## config.mk

```make
export PLATFORM = sky130hd
export DESIGN_NAME = fetch_ctrl
export DESIGN_NICKNAME = d
export VERILOG_FILES = /design/src/rtl/fetch_pkg.sv /design/src/rtl/fetch_buffer.sv /design/src/rtl/fetch_ctrl.sv
export SDC_FILE = /design/constraint.sdc
export NUM_CORES = 1
export LEC_CHECK = 0
export ABC_AREA = 1
export BUFFER_PORTS_ARGS = -buffer_cell sky130_fd_sc_hd__buf_2
export CAP_MARGIN = 30
export CELL_PAD_IN_SITES_DETAIL_PLACEMENT = 1
export CELL_PAD_IN_SITES_GLOBAL_PLACEMENT = 1
export CORE_MARGIN = 1.5
export CORE_UTILIZATION = 40
export DETAILED_ROUTE_END_ITERATION = 16
export HOLD_SLACK_MARGIN = 0.1
export PLACE_DENSITY = 0.83
export SYNTH_ARGS = -nofsm -noshare
export SYNTH_HDL_FRONTEND = slang
export SYNTH_SLANG_ARGS = --single-unit
```

## constraint.sdc

```tcl
create_clock -name clk -period 4.8 [get_ports clk]
set_clock_uncertainty 0.05 [all_clocks]
set_input_delay 0.24 -clock clk [delete_from_list [all_inputs] [get_ports clk]]
set_output_delay 0.24 -clock clk [all_outputs]
set_load 0.05 [all_outputs]
```

## src/rtl/fetch_pkg.sv

```systemverilog
// Shared types and constants for the instruction-fetch controller.
package fetch_pkg;

    localparam int ADDR_W          = 6;
    localparam int INSTR_W         = 32;
    localparam int INSTR_BYTES     = 4;
    localparam int DEFAULT_LAST_PC = 60;

    typedef enum logic [1:0] {
        FETCH = 2'd0,
        END   = 2'd1,
        FAULT = 2'd2
    } fetch_state_t;

    typedef struct packed {
        logic [ADDR_W-1:0]  pc;
        logic [INSTR_W-1:0] instr;
    } fetch_entry_t;

endpackage

```

## src/rtl/fetch_buffer.sv

```systemverilog
// Two-entry prefetch FIFO. slot0 is always the head, so after the last pop
// the head output keeps showing the word that was just consumed.
module fetch_buffer
    import fetch_pkg::*;
(
    input  logic         clk,
    input  logic         rst_n,
    input  logic         push,
    input  fetch_entry_t push_entry,
    input  logic         pop,
    input  logic         flush,
    output logic         full,
    output logic         empty,
    output fetch_entry_t head
);

    fetch_entry_t slot0_reg;
    fetch_entry_t slot1_reg;
    logic [1:0]   count_reg;
    logic         pop_eff;
    logic         push_eff;

    // Guard against popping empty or pushing full (without a pop) from outside.
    always_comb begin
        pop_eff  = pop & (count_reg != 2'd0);
        push_eff = push & ((count_reg != 2'd2) | pop_eff);
    end

    // Shift-style storage: head in slot0, second entry in slot1; flush wins over push.
    always_ff @(posedge clk or negedge rst_n) begin
        if (!rst_n) begin
            slot0_reg <= '0;
            slot1_reg <= '0;
            count_reg <= 2'd0;
        end else if (flush) begin
            count_reg <= 2'd0;
        end else begin
            case ({push_eff, pop_eff})
                2'b10: begin
                    if (count_reg == 2'd0) slot0_reg <= push_entry;
                    else                   slot1_reg <= push_entry;
                    count_reg <= count_reg + 2'd1;
                end
                2'b01: begin
                    if (count_reg == 2'd2) slot0_reg <= slot1_reg;
                    count_reg <= count_reg - 2'd1;
                end
                2'b11: begin
                    if (count_reg == 2'd1) begin
                        slot0_reg <= push_entry;
                    end else begin
                        slot0_reg <= slot1_reg;
                        slot1_reg <= push_entry;
                    end
                end
                default: ;
            endcase
        end
    end

    assign full  = (count_reg == 2'd2);
    assign empty = (count_reg == 2'd0);
    assign head  = slot0_reg;

endmodule

```

## src/rtl/fetch_ctrl.sv

```systemverilog
// Instruction-fetch controller: PC, fetch state machine, redirect/fault
// handling, feeding a two-entry prefetch buffer towards decode.
module fetch_ctrl
    import fetch_pkg::*;
#(
    parameter int ADDR_W   = fetch_pkg::ADDR_W,
    parameter int INSTR_W  = fetch_pkg::INSTR_W,
    parameter int RESET_PC = 0,
    parameter int LAST_PC  = DEFAULT_LAST_PC
) (
    input  logic               clk,
    input  logic               rst_n,
    input  logic               run,
    output logic [ADDR_W-1:0]  imem_addr,
    input  logic [INSTR_W-1:0] imem_instr,
    input  logic               redirect_valid,
    input  logic [ADDR_W-1:0]  redirect_pc,
    output logic               instr_valid,
    input  logic               instr_ready,
    output logic [INSTR_W-1:0] instr_out,
    output logic [ADDR_W-1:0]  instr_pc,
    output logic               end_of_mem,
    output logic               fault
);

    localparam logic [ADDR_W-1:0] LAST_ADDR  = ADDR_W'(LAST_PC);
    localparam logic [ADDR_W-1:0] START_ADDR = ADDR_W'(RESET_PC);
    localparam logic [ADDR_W-1:0] STEP       = ADDR_W'(INSTR_BYTES);

    fetch_state_t      state_reg, state_next;
    logic [ADDR_W-1:0] pc_reg, pc_next;
    logic              eom_reg, eom_next;
    logic              fault_reg, fault_next;

    logic         buf_push, buf_pop, buf_flush, buf_full, buf_empty;
    fetch_entry_t buf_head;
    fetch_entry_t push_entry;

    assign buf_pop    = ~buf_empty & instr_ready;
    assign push_entry = '{pc: pc_reg, instr: imem_instr};

    // State, PC and status flags.
    always_ff @(posedge clk or negedge rst_n) begin
        if (!rst_n) begin
            state_reg <= FETCH;
            pc_reg    <= START_ADDR;
            eom_reg   <= 1'b0;
            fault_reg <= 1'b0;
        end else begin
            state_reg <= state_next;
            pc_reg    <= pc_next;
            eom_reg   <= eom_next;
            fault_reg <= fault_next;
        end
    end

    // Next state: fault beats redirect, redirect beats push; FAULT ignores everything.
    always_comb begin
        state_next = state_reg;
        pc_next    = pc_reg;
        eom_next   = eom_reg;
        fault_next = fault_reg;
        buf_push   = 1'b0;
        buf_flush  = 1'b0;
        case (state_reg)
            FETCH, END: begin
                if (redirect_valid) begin
                    buf_flush = 1'b1;
                    if (redirect_pc[1:0] != 2'b00) begin
                        fault_next = 1'b1;
                        state_next = FAULT;
                    end else begin
                        pc_next    = redirect_pc;
                        state_next = FETCH;
                        eom_next   = 1'b0;
                    end
                end else if (state_reg == FETCH && run && (!buf_full || buf_pop)) begin
                    if (pc_reg > LAST_ADDR) begin
                        // Target beyond the last word: stop without delivering it.
                        state_next = END;
                        eom_next   = 1'b1;
                    end else begin
                        buf_push = 1'b1;
                        if (pc_reg == LAST_ADDR) begin
                            state_next = END;
                            eom_next   = 1'b1;
                        end else begin
                            pc_next = pc_reg + STEP;
                        end
                    end
                end
            end
            default: ;
        endcase
    end

    fetch_buffer u_buf (
        .clk        (clk),
        .rst_n      (rst_n),
        .push       (buf_push),
        .push_entry (push_entry),
        .pop        (buf_pop),
        .flush      (buf_flush),
        .full       (buf_full),
        .empty      (buf_empty),
        .head       (buf_head)
    );

    assign imem_addr   = pc_reg;
    assign instr_valid = ~buf_empty;
    assign instr_out   = buf_head.instr;
    assign instr_pc    = buf_head.pc;
    assign end_of_mem  = eom_reg;
    assign fault       = fault_reg;

endmodule
```

# Word level (Yosys, flattened, before mapping)
# Cells that the tools add are included.
[totals] reg_bits=88 in_bits=43 out_inout_bits=47 elab_cells=84
[op_classes] add_sub_neg=3 magnitude_cmp=1 n_eq_ne=15 mux=30 bitwise_logic=6 n_reduce_logical=20
[op_table] operator="38-bit two-way mux" count=5
[op_table] operator="38-bit one-hot mux with 3 select lines" count=1
[op_table] operator="38-bit one-hot mux with 2 select lines" count=1
[op_table] operator="6-bit two-way mux" count=5
[op_table] operator="2-bit inequality test (second input constant)" count=8
[op_table] operator="2-bit two-way mux" count=6
[op_table] operator="4-bit AND reduction" count=3
[op_table] operator="1-bit two-way mux" count=11
[op_table] operator="3-bit nonzero test" count=3
[op_table] operator="2-bit nonzero test" count=4
[op_table] operator="6-bit by 3-bit adder with 6-bit output (second input constant)" count=1
[op_table] operator="2-bit by 1-bit == test with 1-bit output (second input constant)" count=3
[op_table] operator="2-bit == test (second input constant)" count=3
[op_table] operator="6-bit == test (second input constant)" count=1
[op_table] operator="6-bit greater-than comparator (second input constant)" count=1
[op_table] operator="3-bit AND reduction" count=2
[op_table] operator="5-bit AND reduction" count=1
[op_table] operator="2-bit zero test" count=2
[op_table] operator="2-bit one-hot mux with 2 select lines" count=1
[op_table] operator="1-bit bitwise AND" count=3
[op_table] operator="2-bit by 1-bit adder with 2-bit output (second input constant)" count=1
[op_table] operator="1-bit logical AND" count=2
[op_table] operator="1-bit NOT" count=2
[op_table] operator="2-bit OR reduction" count=1
[op_table] operator="other kinds (4)" count=4

# Depth between registers and ports, before layout
# Gate-level depths: netlist (run 1).
[depth] word_depth=12 ltp_mapped=12 mapped_depth_nobuf=11

# Modules after synthesis
# Synthesis (run 1) repeated with hierarchy kept, for this count alone.
[hier_totals] cells_unflattened=570 area_unflattened_um2=4458.0
[modules_own_cells] module="fetch_buffer" n_inst=1 cells_per_inst=490 area_each_um2=3880.0 seq_area_each_um2=1951.9
[modules_own_cells] module="fetch_ctrl" n_inst=1 cells_per_inst=80 area_each_um2=578.1 seq_area_each_um2=250.2

# Worst setup path before layout (run 1)
# OpenSTA, ideal clock, no wires.
[synth_timing] path_kind="reg-to-reg" startpoint="register pc_reg[2], in the netlist imem_addr[2]" endpoint="register u_buf.slot0_reg, in the netlist u_buf.head[0]" setup_time_ns=0.121 t_arrival_ns=1.871 path_slack_ns=2.758 path_stages_with_launch=11 path_cell_list="dfrtp_1 ha_1 nand3_2 nor2_2 nor2_4 nand2_2 nand2_2 buf_6 buf_4 a21oi_1 nor2_1"
[synth_between] elab_chain_len=9
[synth_rtl] element="start, declared" line="fetch_ctrl.sv:31" source="logic [ADDR_W-1:0] pc_reg, pc_next;"
[synth_rtl] element="start signal, assigned" line="fetch_ctrl.sv:51" source="pc_reg <= pc_next;"
[synth_rtl] element="6-bit greater-than comparator *" line="fetch_ctrl.sv:78" source="if (pc_reg > LAST_ADDR) begin"
[synth_rtl] element="1-bit two-way mux *" line="fetch_ctrl.sv:78"
[synth_rtl] element="1-bit two-way mux *" line="fetch_ctrl.sv:77" source="end else if (state_reg == FETCH && run && (!buf_full || buf_pop)) begin"
[synth_rtl] element="1-bit two-way mux *" line="fetch_ctrl.sv:67" source="if (redirect_valid) begin"
[synth_rtl] element="1-bit two-way mux *" line="fetch_ctrl.sv:65" source="case (state_reg)"
[synth_rtl] element="1-bit bitwise AND *" line="fetch_buffer.sv:26" source="push_eff = push & ((count_reg != 2'd2) | pop_eff);"
[synth_rtl] element="2-bit == test or 2-bit by 1-bit == test with 1-bit output (tied branches)" line="fetch_buffer.sv:38" source="case ({push_eff, pop_eff})"
[synth_rtl] element="2-bit inequality test (no source line) or 3-bit nonzero test (tied branches)"
[synth_rtl] element="4-bit AND reduction (no source line)"
[synth_rtl] element="end signal, assigned" line="fetch_buffer.sv:40" source="if (count_reg == 2'd0) slot0_reg <= push_entry;"
[synth_rtl] element="end signal, assigned" line="fetch_buffer.sv:45" source="if (count_reg == 2'd2) slot0_reg <= slot1_reg;"
[synth_rtl] element="end signal, assigned" line="fetch_buffer.sv:50" source="slot0_reg <= push_entry;"
[synth_rtl] element="end, declared" line="fetch_buffer.sv:17" source="fetch_entry_t slot0_reg;"
# Mark *: on every way between the ends. The rest lies on a longest branch, timed or not.
# A chain may end at the register's enable or synchronous reset.

# Final worst setup path (run 1)
[layout_timing] startpoint="register u_buf.count_reg[0]" endpoint="register u_buf.slot1_reg[3] (netlist bit)"
[layout_between] elab_chain_len=12
[layout_rtl] element="start, declared" line="fetch_buffer.sv:19" source="logic [1:0] count_reg;"
[layout_rtl] element="start signal, assigned" line="fetch_buffer.sv:42" source="count_reg <= count_reg + 2'd1;"
[layout_rtl] element="start signal, assigned" line="fetch_buffer.sv:46" source="count_reg <= count_reg - 2'd1;"
[layout_rtl] element="2-bit zero test" line="fetch_buffer.sv:40, fetch_buffer.sv:62"
[layout_rtl] element="1-bit NOT" line="fetch_ctrl.sv:39" source="assign buf_pop = ~buf_empty & instr_ready;"
[layout_rtl] element="1-bit bitwise AND" line="fetch_ctrl.sv:39"
[layout_rtl] element="1-bit logical OR" line="fetch_ctrl.sv:77"
[layout_rtl] element="1-bit logical AND" line="fetch_ctrl.sv:77"
[layout_rtl] element="1-bit two-way mux" line="fetch_ctrl.sv:77"
[layout_rtl] element="1-bit two-way mux" line="fetch_ctrl.sv:67"
[layout_rtl] element="1-bit two-way mux" line="fetch_ctrl.sv:65"
[layout_rtl] element="1-bit bitwise AND" line="fetch_buffer.sv:26"
[layout_rtl] element="2-bit == test" line="fetch_buffer.sv:38"
[layout_rtl] element="2-bit inequality test (no source line) or 2-bit nonzero test (tied branches)"
[layout_rtl] element="4-bit AND reduction (no source line)"
[layout_rtl] element="end signal, assigned" line="fetch_buffer.sv:41" source="else slot1_reg <= push_entry;"
[layout_rtl] element="end signal, assigned" line="fetch_buffer.sv:53" source="slot1_reg <= push_entry;"
[layout_rtl] element="end, declared" line="fetch_buffer.sv:18" source="fetch_entry_t slot1_reg;"
# Several ways; a longest one is shown, not always the timed one.

==> results_dict.tcl, run 1 <==
set metrics [dict create \
    fin_crit_sh_pct 68.3 \
    io_buffers 89 \
    grt_pass1_vias 5173 \
    tritoncts "built" \
    syn_nets 767 \
    area_growth_pct 15.1 \
    htreeDepth 3 \
    crit_buf_inv 3 \
    clock.fmax_mhz 305 \
    power_frac_comb_pct 51.4 \
    antennaDiodeCount 0 \
    drv_cap 0 \
    switching_power_w 0.00173 \
    r2r_start "u_buf.count_reg[0]" \
    critPathKind "register to register" \
    hold_violations 0 \
    vias_per_cell 5.41 \
    min_path_type "primary input to register" \
    worstHoldPathCells 3 \
    cts_buffers 9 \
    drv_slew 0 \
    cts-resized-gates 0 \
    crit_cells 9 \
    cts_num_sinks 88 \
    switching_share_pct 49.9 \
    status "finished clean" \
    reg2reg_slack_ns 1.52 \
    cp-end-kind "register" \
    worstHoldStart "imem_instr[6]" \
    cts_max_path_buffers 2 \
    worst_pin_slew_ns 0.797 \
    slew_headroom_pct 46.9 \
    fin_cells 949 \
    startpoint_type "register" \
    die_y_um 116 \
    setup_viol 0 \
    drc 0 \
    drt_pass1_iterations 4 \
    fp.dieArea_um2 13400 \
    num_rows 41 \
    synth.distinct_cells 25 \
    root_buffer "clkbuf_16" \
    critPathSlowestCell "nand3_2" \
    postPlaceCellArea_um2 5590 \
    postCtsHoldBufs 1 \
    final_area_um2 5870 \
    clock_power_share_pct 19.5 \
    r2r_cells 9 \
    ioPinCount 90 \
    rsz0062_at_grt "no" \
    power_density_nw_per_um2 590 \
    max-vdd-ir-drop_uv 341 \
    grt_max_degree 78 \
    hpwl_mm 9.98 \
    dp_cells 934 \
    cpLargestDelayFamily "simple AND/OR/NAND/NOR gates" \
    start_util_pct 40.7 \
    drt_iter0_drc 296 \
    vias 5138 \
    grt_use_total_pct 24.3 \
    yosys_warnings 0 \
    cellLeakagePower_nw 2.83 \
    cp_max_fo 39 \
    grt_pass1_wl_mm 25.5 \
    cp.required_ns 4.97 \
    fp.dieW_um 116 \
    clock_latency_ns 0.35 \
    postRouteAntennaNets 0 \
    avgRoutedWirePerCell_um 16.6 \
    coreArea_um2 12500 \
    syn-instance-count 720 \
    nets 821 \
    worstPathArrival_ns 3.45 \
    tns_ns 0 \
    min_to "u_buf.slot1_reg[6]" \
    cpPeakStageDelay_ns 0.79 \
    syn_area_per_cell_um2 7.08 \
    p_int_w 0.00173 \
    fin_crit_ns 3.28 \
    fillers 1672 \
    layout-drive-gt1-share_pct 16.3 \
    cts_setup_buffers 0 \
    ys_ff_latch 88 \
    yosysSeqAreaShare_pct 43.2 \
    gp_congestion 0.744 \
    sequentialPowerShare_pct 29.1 \
    antenna_found_initial 0 \
    syn_area_um2 5100 \
    path_clk_slew_ns 0.06 \
    globalRouteOverflowTotal 0 \
    totalWireLength_mm 15.7 \
    rr_endpoint "u_buf.slot1_reg[3]" \
    crit_chain "inv_1 > ha_1 > inv_2 > a21boi_1 > nor2_4 > nand3_2 > buf_4 > nor2_1 > a21oi_1" \
]
[power groups by stage]
stage / clock (W) / combinational (W) / sequential [W]
floorplan: 0 / 0.000852 / 0.00155
global placement: 0 / 0.00171 / 0.00101
detailed placement: 0 / 0.00178 / 0.00102
CTS: 0.000692 / 0.00179 / 0.00101
global route: 0.000717 / 0.00195 / 0.00102
finish: 0.000676 / 0.00178 / 0.00101
[how the worst max path moves through the flow]
stage / to / startpoint / slack, ns
floorplan: u_buf.head[0] / imem_addr[2] / 2.76
global placement: u_buf.slot1_reg[1] / u_buf.count_reg[0] / 1.77
detailed placement: u_buf.slot1_reg[29] / u_buf.count_reg[0] / 1.60
CTS: u_buf.slot1_reg[3] / u_buf.count_reg[0] / 1.54
global route: u_buf.slot1_reg[3] / u_buf.count_reg[0] / 1.27
finish: u_buf.slot1_reg[3] / u_buf.count_reg[0] / 1.52
[through the flow]
| stage | worst slack [ns] | util [%] | hold slack (ns) | total power [W] |
|---|---|---|---|---|
| 5_1_grt | 1.27 | 46.9 | 0.126 | 0.00369 |
| 6_report | 1.52 | 46.9 | 0.121 | 0.00346 |
| 3_3_place_gp | 1.77 | 44.4 | 0.0353 | 0.00272 |
| 3_5_place_dp | 1.60 | 44.6 | 0.0425 | 0.00280 |
| 4_1_cts | 1.54 | 46.9 | 0.117 | 0.00349 |
| 2_1_floorplan | 2.76 | - | -0.106 | 0.00240 |
[final cells by class]
cell class / instances / area, µm² / share of cell area, %
clock buffers: 14 / 274 / 4.67
inverters: 53 / 199 / 3.39
multi-input cells: 522 / 2430 / 41.3
flip-flops and latches: 88 / 2200 / 37.5
well taps: 172 / 215 / 3.67
repair buffers: 100 / 553 / 9.42
[worst register-to-register path: cells and delay by family, from the launching register on]
family | cells | cell delay, ns
AND/OR/NAND/NOR | 3 | 1.54
buffers and inverters | 3 | 0.76
flip-flops | 1 | 0.37
adder cells (fa/ha/maj) | 1 | 0.27
AO/OA/AOI/OAI | 2 | 0.16
[logic make-up after synthesis]
| logic type | count (synthesis) | synth area share, % |
|---|---|---|
| XOR/XNOR | 1 | 0.172 |
| AND/OR/NAND/NOR | 386 | 33.0 |
| AO/OA/AOI/OAI | 131 | 13.0 |
| adder cells (fa/ha/maj) | 4 | 0.981 |
| flip-flops | 88 | 43.2 |
| buffers and inverters | 110 | 9.64 |
[cell usage in the layout (no fill, tap or decap), types with 3 or more instances in the layout]
master	instances
nor2_4	3
inv_1	48
nand4_1	38
nor2_2	3
clkbuf_16	9
inv_2	4
ha_1	3
nand3_1	81
nor2_1	116
clkbuf_8	3
buf_4	10
dfrtp_1	88
nand2_1	141
a21oi_1	75
o21ai_1	5
o21ai_0	48
buf_2	88
[synth_stat cells]
cell / number / share of area, %
nand2_1: 141 / 10
nor2_1: 116 / 8.5
dfrtp_1: 88 / 43
nand3_1: 82 / 8.0
a21oi_1: 75 / 7.4
inv_1: 48 / 3.5
o21ai_0: 48 / 4.7
nand4_1: 38 / 4.7
buf_2: 27 / 2.6
clkbuf_1: 17 / 1.3
buf_1: 5 / 0.37
o21ai_1: 5 / 0.49
buf_4: 4 / 0.59
buf_6: 4 / 0.88
ha_1: 4 / 0.98
inv_2: 4 / 0.29
nor2_2: 4 / 0.49
nand2_2: 2 / 0.25
nor2_4: 2 / 0.44
a21boi_1: 1 / 0.15
a21oi_2: 1 / 0.17
clkinv_1: 1 / 0.074
nand3_2: 1 / 0.20
o21bai_1: 1 / 0.15
xnor2_1: 1 / 0.17
[routing by layer]
| metal | up-vias | GRT usage [%] | wire length, µm | part of all wire, % |
|---|---|---|---|---|
| met2 | 95 | 40.7 | 7790 | 50 |
| li1 | 2464 | - | - | - |
| met1 | 2557 | 31.5 | 7050 | 45 |
| met4 | 0 | 9.35 | 371 | 2.4 |
| met3 | 22 | 3.97 | 501 | 3.2 |
| met5 | - | 0 | 0 | 0 |
No activity file was read; power rests on OpenSTA's default activity.
==> run 2: changes to the inputs <==
Settings changed: CORE_UTILIZATION 40 to 36, PLACE_DENSITY 0.83 to 0.79.
Clock period 4.8 ns to 2.78 ns, I/O delays scaled along.
==> results_dict.tcl, run 2 (synthesis gave the netlist of run 1 again) <==
set metrics [dict create \
    status "finished clean" \
    cts_num_sinks 88 \
    critPathKind "register to register" \
    setup_viol 0 \
    worst_pin_slew_ns 0.793 \
    tns_ns 0 \
    layout-drive-gt1-share_pct 16.5 \
    gp_congestion 0.764 \
    drt_iter0_drc 332 \
    critPathSlowestCell "buf_4" \
    cpPeakStageDelay_ns 0.42 \
    drc 0 \
    ioPinCount 90 \
    cts_setup_buffers 0 \
    worstHoldPathCells 3 \
    startpoint_type "register" \
    reg2reg_slack_ns 0.42 \
    hold_violations 0 \
    min_to "state_reg[1]" \
    drv_cap 0 \
    power_density_nw_per_um2 980 \
    min_path_type "primary input to register" \
    fp.dieArea_um2 14900 \
    dp_slack_ns 0.421 \
    vias_per_cell 5.30 \
    cts_max_path_buffers 2 \
    grt_max_degree 78 \
    tritoncts "built" \
    die_y_um 122 \
    r2r_start "u_buf.count_reg[0]" \
    grt_use_total_pct 22.7 \
    path_clk_slew_ns 0.07 \
    nets 862 \
    cp-end-kind "register" \
    layout_common_cells "nand2_1, nor2_1, dfrtp_1, buf_2, nand3_1" \
    cp_max_fo 39 \
    max-vdd-ir-drop_uv 447 \
    antennaDiodeCount 0 \
    root_buffer "clkbuf_16" \
    drv_slew 0 \
    rr_endpoint "u_buf.count_reg[0]" \
    hpwl_mm 10.3 \
    crit_top_cell "nand2_1" \
    crit_chain "inv_1 > ha_1 > inv_2 > a21boi_1 > nor2_4 > nand2_2 > buf_4 > nand2_1 > nand2_1 > nor2_1 > nand2_1 > nand2_1" \
    totalWireLength_mm 16.3 \
    worstHoldStart "redirect_pc[0]" \
    fin_crit_sh_pct 84.9 \
    final_common_cell "nand2_1" \
    fp.dieW_um 122 \
    dp_cells 948 \
    num_rows 43 \
    rsz0062_at_grt "no" \
    io_buffers 89 \
    cellLeakagePower_nw 3.04 \
    cts-resized-gates 0 \
    cts_buffers 9 \
    antenna_found_initial 0 \
    postCtsHoldBufs 36 \
    drt_pass1_iterations 4 \
    r2r_cells 12 \
    setup_ws_ns 0.419 \
    grt_pass1_wl_mm 26.6 \
    coreArea_um2 13900 \
    avgRoutedWirePerCell_um 16.3 \
    htreeDepth 3 \
    clock.fmax_mhz 424 \
    globalRouteOverflowTotal 0 \
    cp.required_ns 2.97 \
    start_util_pct 36.7 \
    vias 5298 \
    slew_headroom_pct 47.1 \
    clock_latency_ns 0.35 \
    area_growth_pct 24.5 \
    worstPathArrival_ns 2.55 \
    fin_crit_ns 2.36 \
    postRouteAntennaNets 0 \
    fin_cells 1000 \
    grt_pass1_vias 5382 \
]
[run 2: worst max path at each step]
stage / from / to / cells after the start
after global placement: u_buf.count_reg[0] / u_buf.head[19] / 11
after CTS: u_buf.count_reg[0] / u_buf.count_reg[0] / 12
after detailed placement: u_buf.count_reg[0] / u_buf.count_reg[0] / 12
after floorplan: imem_addr[2] / u_buf.head[0] / 10
final: u_buf.count_reg[0] / u_buf.count_reg[0] / 12
after global routing: u_buf.count_reg[0] / u_buf.count_reg[0] / 12
[run 2: through the flow]
step                instance area, µm²  power [W]  utilization [%]  hold WS, ns
floorplan                         5100    0.00415                -       -0.207
global placement                  5690    0.00483             41.0        0.203
detailed placement                5690    0.00495             41.0        0.222
CTS                               6350    0.00627             45.8        0.112
global route                      6350    0.00662             45.8        0.153
finish                            6350    0.00622             45.8        0.115
[run 2: critical path, delay by kind of cell (launching register included)]
kind                     cells  cell delay [ns]
adder cells (fa/ha/maj)      1             0.26
AND/OR/NAND/NOR              7             0.68
flip-flops                   1             0.41
buffers and inverters        3             0.62
AO/OA/AOI/OAI                1             0.23
[run 2: power by group]
group | total, W | internal [W] | switching (W)
Combinational | 0.00321 | 0.000859 | 0.00235
Clock | 0.00126 | 0.000744 | 0.000520
Sequential | 0.00175 | 0.00157 | 0.000174
[run 2: area by class of cell]
type / count / area [µm²]
Multi-Input combinational cell: 522 / 2430
Tap cell: 180 / 225
Clock inverter: 3 / 40.0
Inverter: 53 / 199
Sequential cell: 88 / 2200
Timing Repair Buffer: 141 / 991
Clock buffer: 13 / 260
Fill cell: 1755 / 7530
[run 2: routing by layer]
layer	GRT usage (%)	routed length (µm)	part of all wire, %	vias to the layer above
met4	10.4	326	2.0	0
met3	3.28	689	4.2	26
met5	0	0	0	-
met1	28.4	7080	43	2598
met2	38.6	8200	50	115
li1	-	-	-	2559
==> run 3: changes to the inputs <==
Settings changed: CORE_UTILIZATION 36 to 40, PLACE_DENSITY 0.79 to 0.83.
Clock period 2.78 ns to 2.4 ns, I/O delays scaled along.
==> results_dict.tcl, run 3 (synthesis gave the netlist of run 1 again) <==
set metrics [dict create \
    cts-resized-gates 0 \
    cts_num_sinks 88 \
    globalRouteOverflowTotal 0 \
    fp.dieW_um 116 \
    cellLeakagePower_nw 3.06 \
    critPathKind "register to register" \
    crit_end "u_buf.slot1_reg[17]" \
    crit_start "u_buf.count_reg[0]" \
    worst_pin_slew_ns 0.791 \
    drv_slew 0 \
    hpwl_mm 10.4 \
    grt_max_degree 78 \
    dp_cells 942 \
    fp.dieArea_um2 13400 \
    slew_headroom_pct 47.2 \
    io_buffers 89 \
    clock.fmax_mhz 466 \
    power_density_nw_per_um2 1150 \
    nets 867 \
    critPathSlowestCell "dfrtp_1" \
    cp.required_ns 2.62 \
    r2r_cells 10 \
    num_rows 41 \
    clock_latency_ns 0.36 \
    layout_common_cells "nand2_1, nor2_1, dfrtp_1, buf_2, nand3_1" \
    final_common_cell "nand2_1" \
    start_util_pct 40.7 \
    startpoint_type "register" \
    fin_cells 996 \
    tritoncts "built" \
    cts_max_path_buffers 2 \
    drc 0 \
    cp-end-kind "register" \
    postRouteAntennaNets 0 \
    drt_pass1_iterations 4 \
    seq_area_um2 2200 \
    avgRoutedWirePerCell_um 16.4 \
    htreeDepth 3 \
    vias 5302 \
    drv_cap 0 \
    worstHoldStart "redirect_pc[1]" \
    area_growth_pct 25.2 \
    tns_ns 0 \
    path_clk_slew_ns 0.07 \
    r2r_start "u_buf.count_reg[0]" \
    setup_viol 0 \
    grt_pass1_wl_mm 27.0 \
    die_y_um 116 \
    reg2reg_slack_ns 0.26 \
    grt_pass1_vias 5627 \
    cts_buffers 9 \
    totalWireLength_mm 16.4 \
    coreArea_um2 12500 \
    rr_endpoint "u_buf.slot1_reg[17]" \
    antenna_found_initial 0 \
    cp_max_fo 28 \
    vias_per_cell 5.32 \
    crit_top_cell "buf_4" \
    root_buffer "clkbuf_16" \
    rsz0062_at_grt "no" \
    grt_use_total_pct 25.7 \
    fillers 1625 \
    cpPeakStageDelay_ns 0.40 \
    final_area_um2 6390 \
    crit_chain "inv_1 > ha_1 > inv_2 > a21boi_1 > nor2_4 > buf_4 > nand3_2 > buf_4 > nor2_1 > a21oi_1" \
    drt_iter0_drc 229 \
    ioPinCount 90 \
    layout-drive-gt1-share_pct 16.6 \
    postPlaceCellArea_um2 5680 \
    fin_crit_ns 2.14 \
    hold_violations 0 \
    worstPathArrival_ns 2.37 \
    fin_crit_sh_pct 89.4 \
    antennaDiodeCount 0 \
    max-vdd-ir-drop_uv 801 \
    multi_input_area_um2 2430 \
    gp_congestion 0.789 \
    status "finished clean" \
    min_path_type "primary input to register" \
]
[run 3: worst min path at each step]
stage | slack, ns | cells after the start | endpoint
final | 0.15 | 3 | fault
after global routing | 0.21 | 3 | fault
after CTS | 0.15 | 3 | fault
after detailed placement | 0.15 | 1 | u_buf.head[29]
after global placement | 0.14 | 1 | u_buf.head[28]
after floorplan | -0.23 | 0 | end_of_mem
[run 3: metrics by stage]
stage | util, % | total power (W) | setup slack [ns] | hold WS, ns
global placement | 45.3 | 0.00558 | 0.387 | 0.139
finish | 51.0 | 0.00732 | 0.255 | 0.153
CTS | 51.0 | 0.00738 | 0.252 | 0.154
floorplan | - | 0.00481 | 0.358 | -0.226
global route | 51.0 | 0.00778 | 0.0757 | 0.205
detailed placement | 45.3 | 0.00573 | 0.286 | 0.145
[run 3: layer usage]
layer / vias to the layer above / part of all wire (%) / track usage, %
met2: 98 / 50 / 44.2
met3: 21 / 3.1 / 3.29
met1: 2621 / 44 / 32.4
met5: - / 0 / 0
met4: 0 / 2.2 / 11.4
li1: 2562 / - / -
[run 3: cell type report]
cell class	count	share of cell area [%]
clock buffer	12	4.02
clock inverter	3	1.02
inverter	53	3.11
multi-input combinational	522	38.0
sequential	88	34.5
tap	172	3.37
timing repair buffer	146	16.0
[run 3: report_power, final]
part / leakage, nW / switching [W] / total (W) / internal, W
clock: 0.159 / 0.000602 / 0.00157 / 0.000963
sequential: 0.900 / 0.000186 / 0.00201 / 0.00182
combinational: 2.00 / 0.00274 / 0.00374 / 0.00101
total: 3.06 / 0.00352 / 0.00732 / 0.00379
[run 3: repair_timing]
action	in CTS	in global routing
endpoints found under the hold margin	86	0
setup buffers	0	0
hold buffers	39	0
[run 3: critical path: cells and delay by family (launching register included)]
family	cells	cell delay [ns]
buffers and inverters	4	0.70
and+or+nand+nor	3	0.25
DFF	1	0.40
AOI/OAI and AO/OA	2	0.38
adders and majority gates	1	0.27
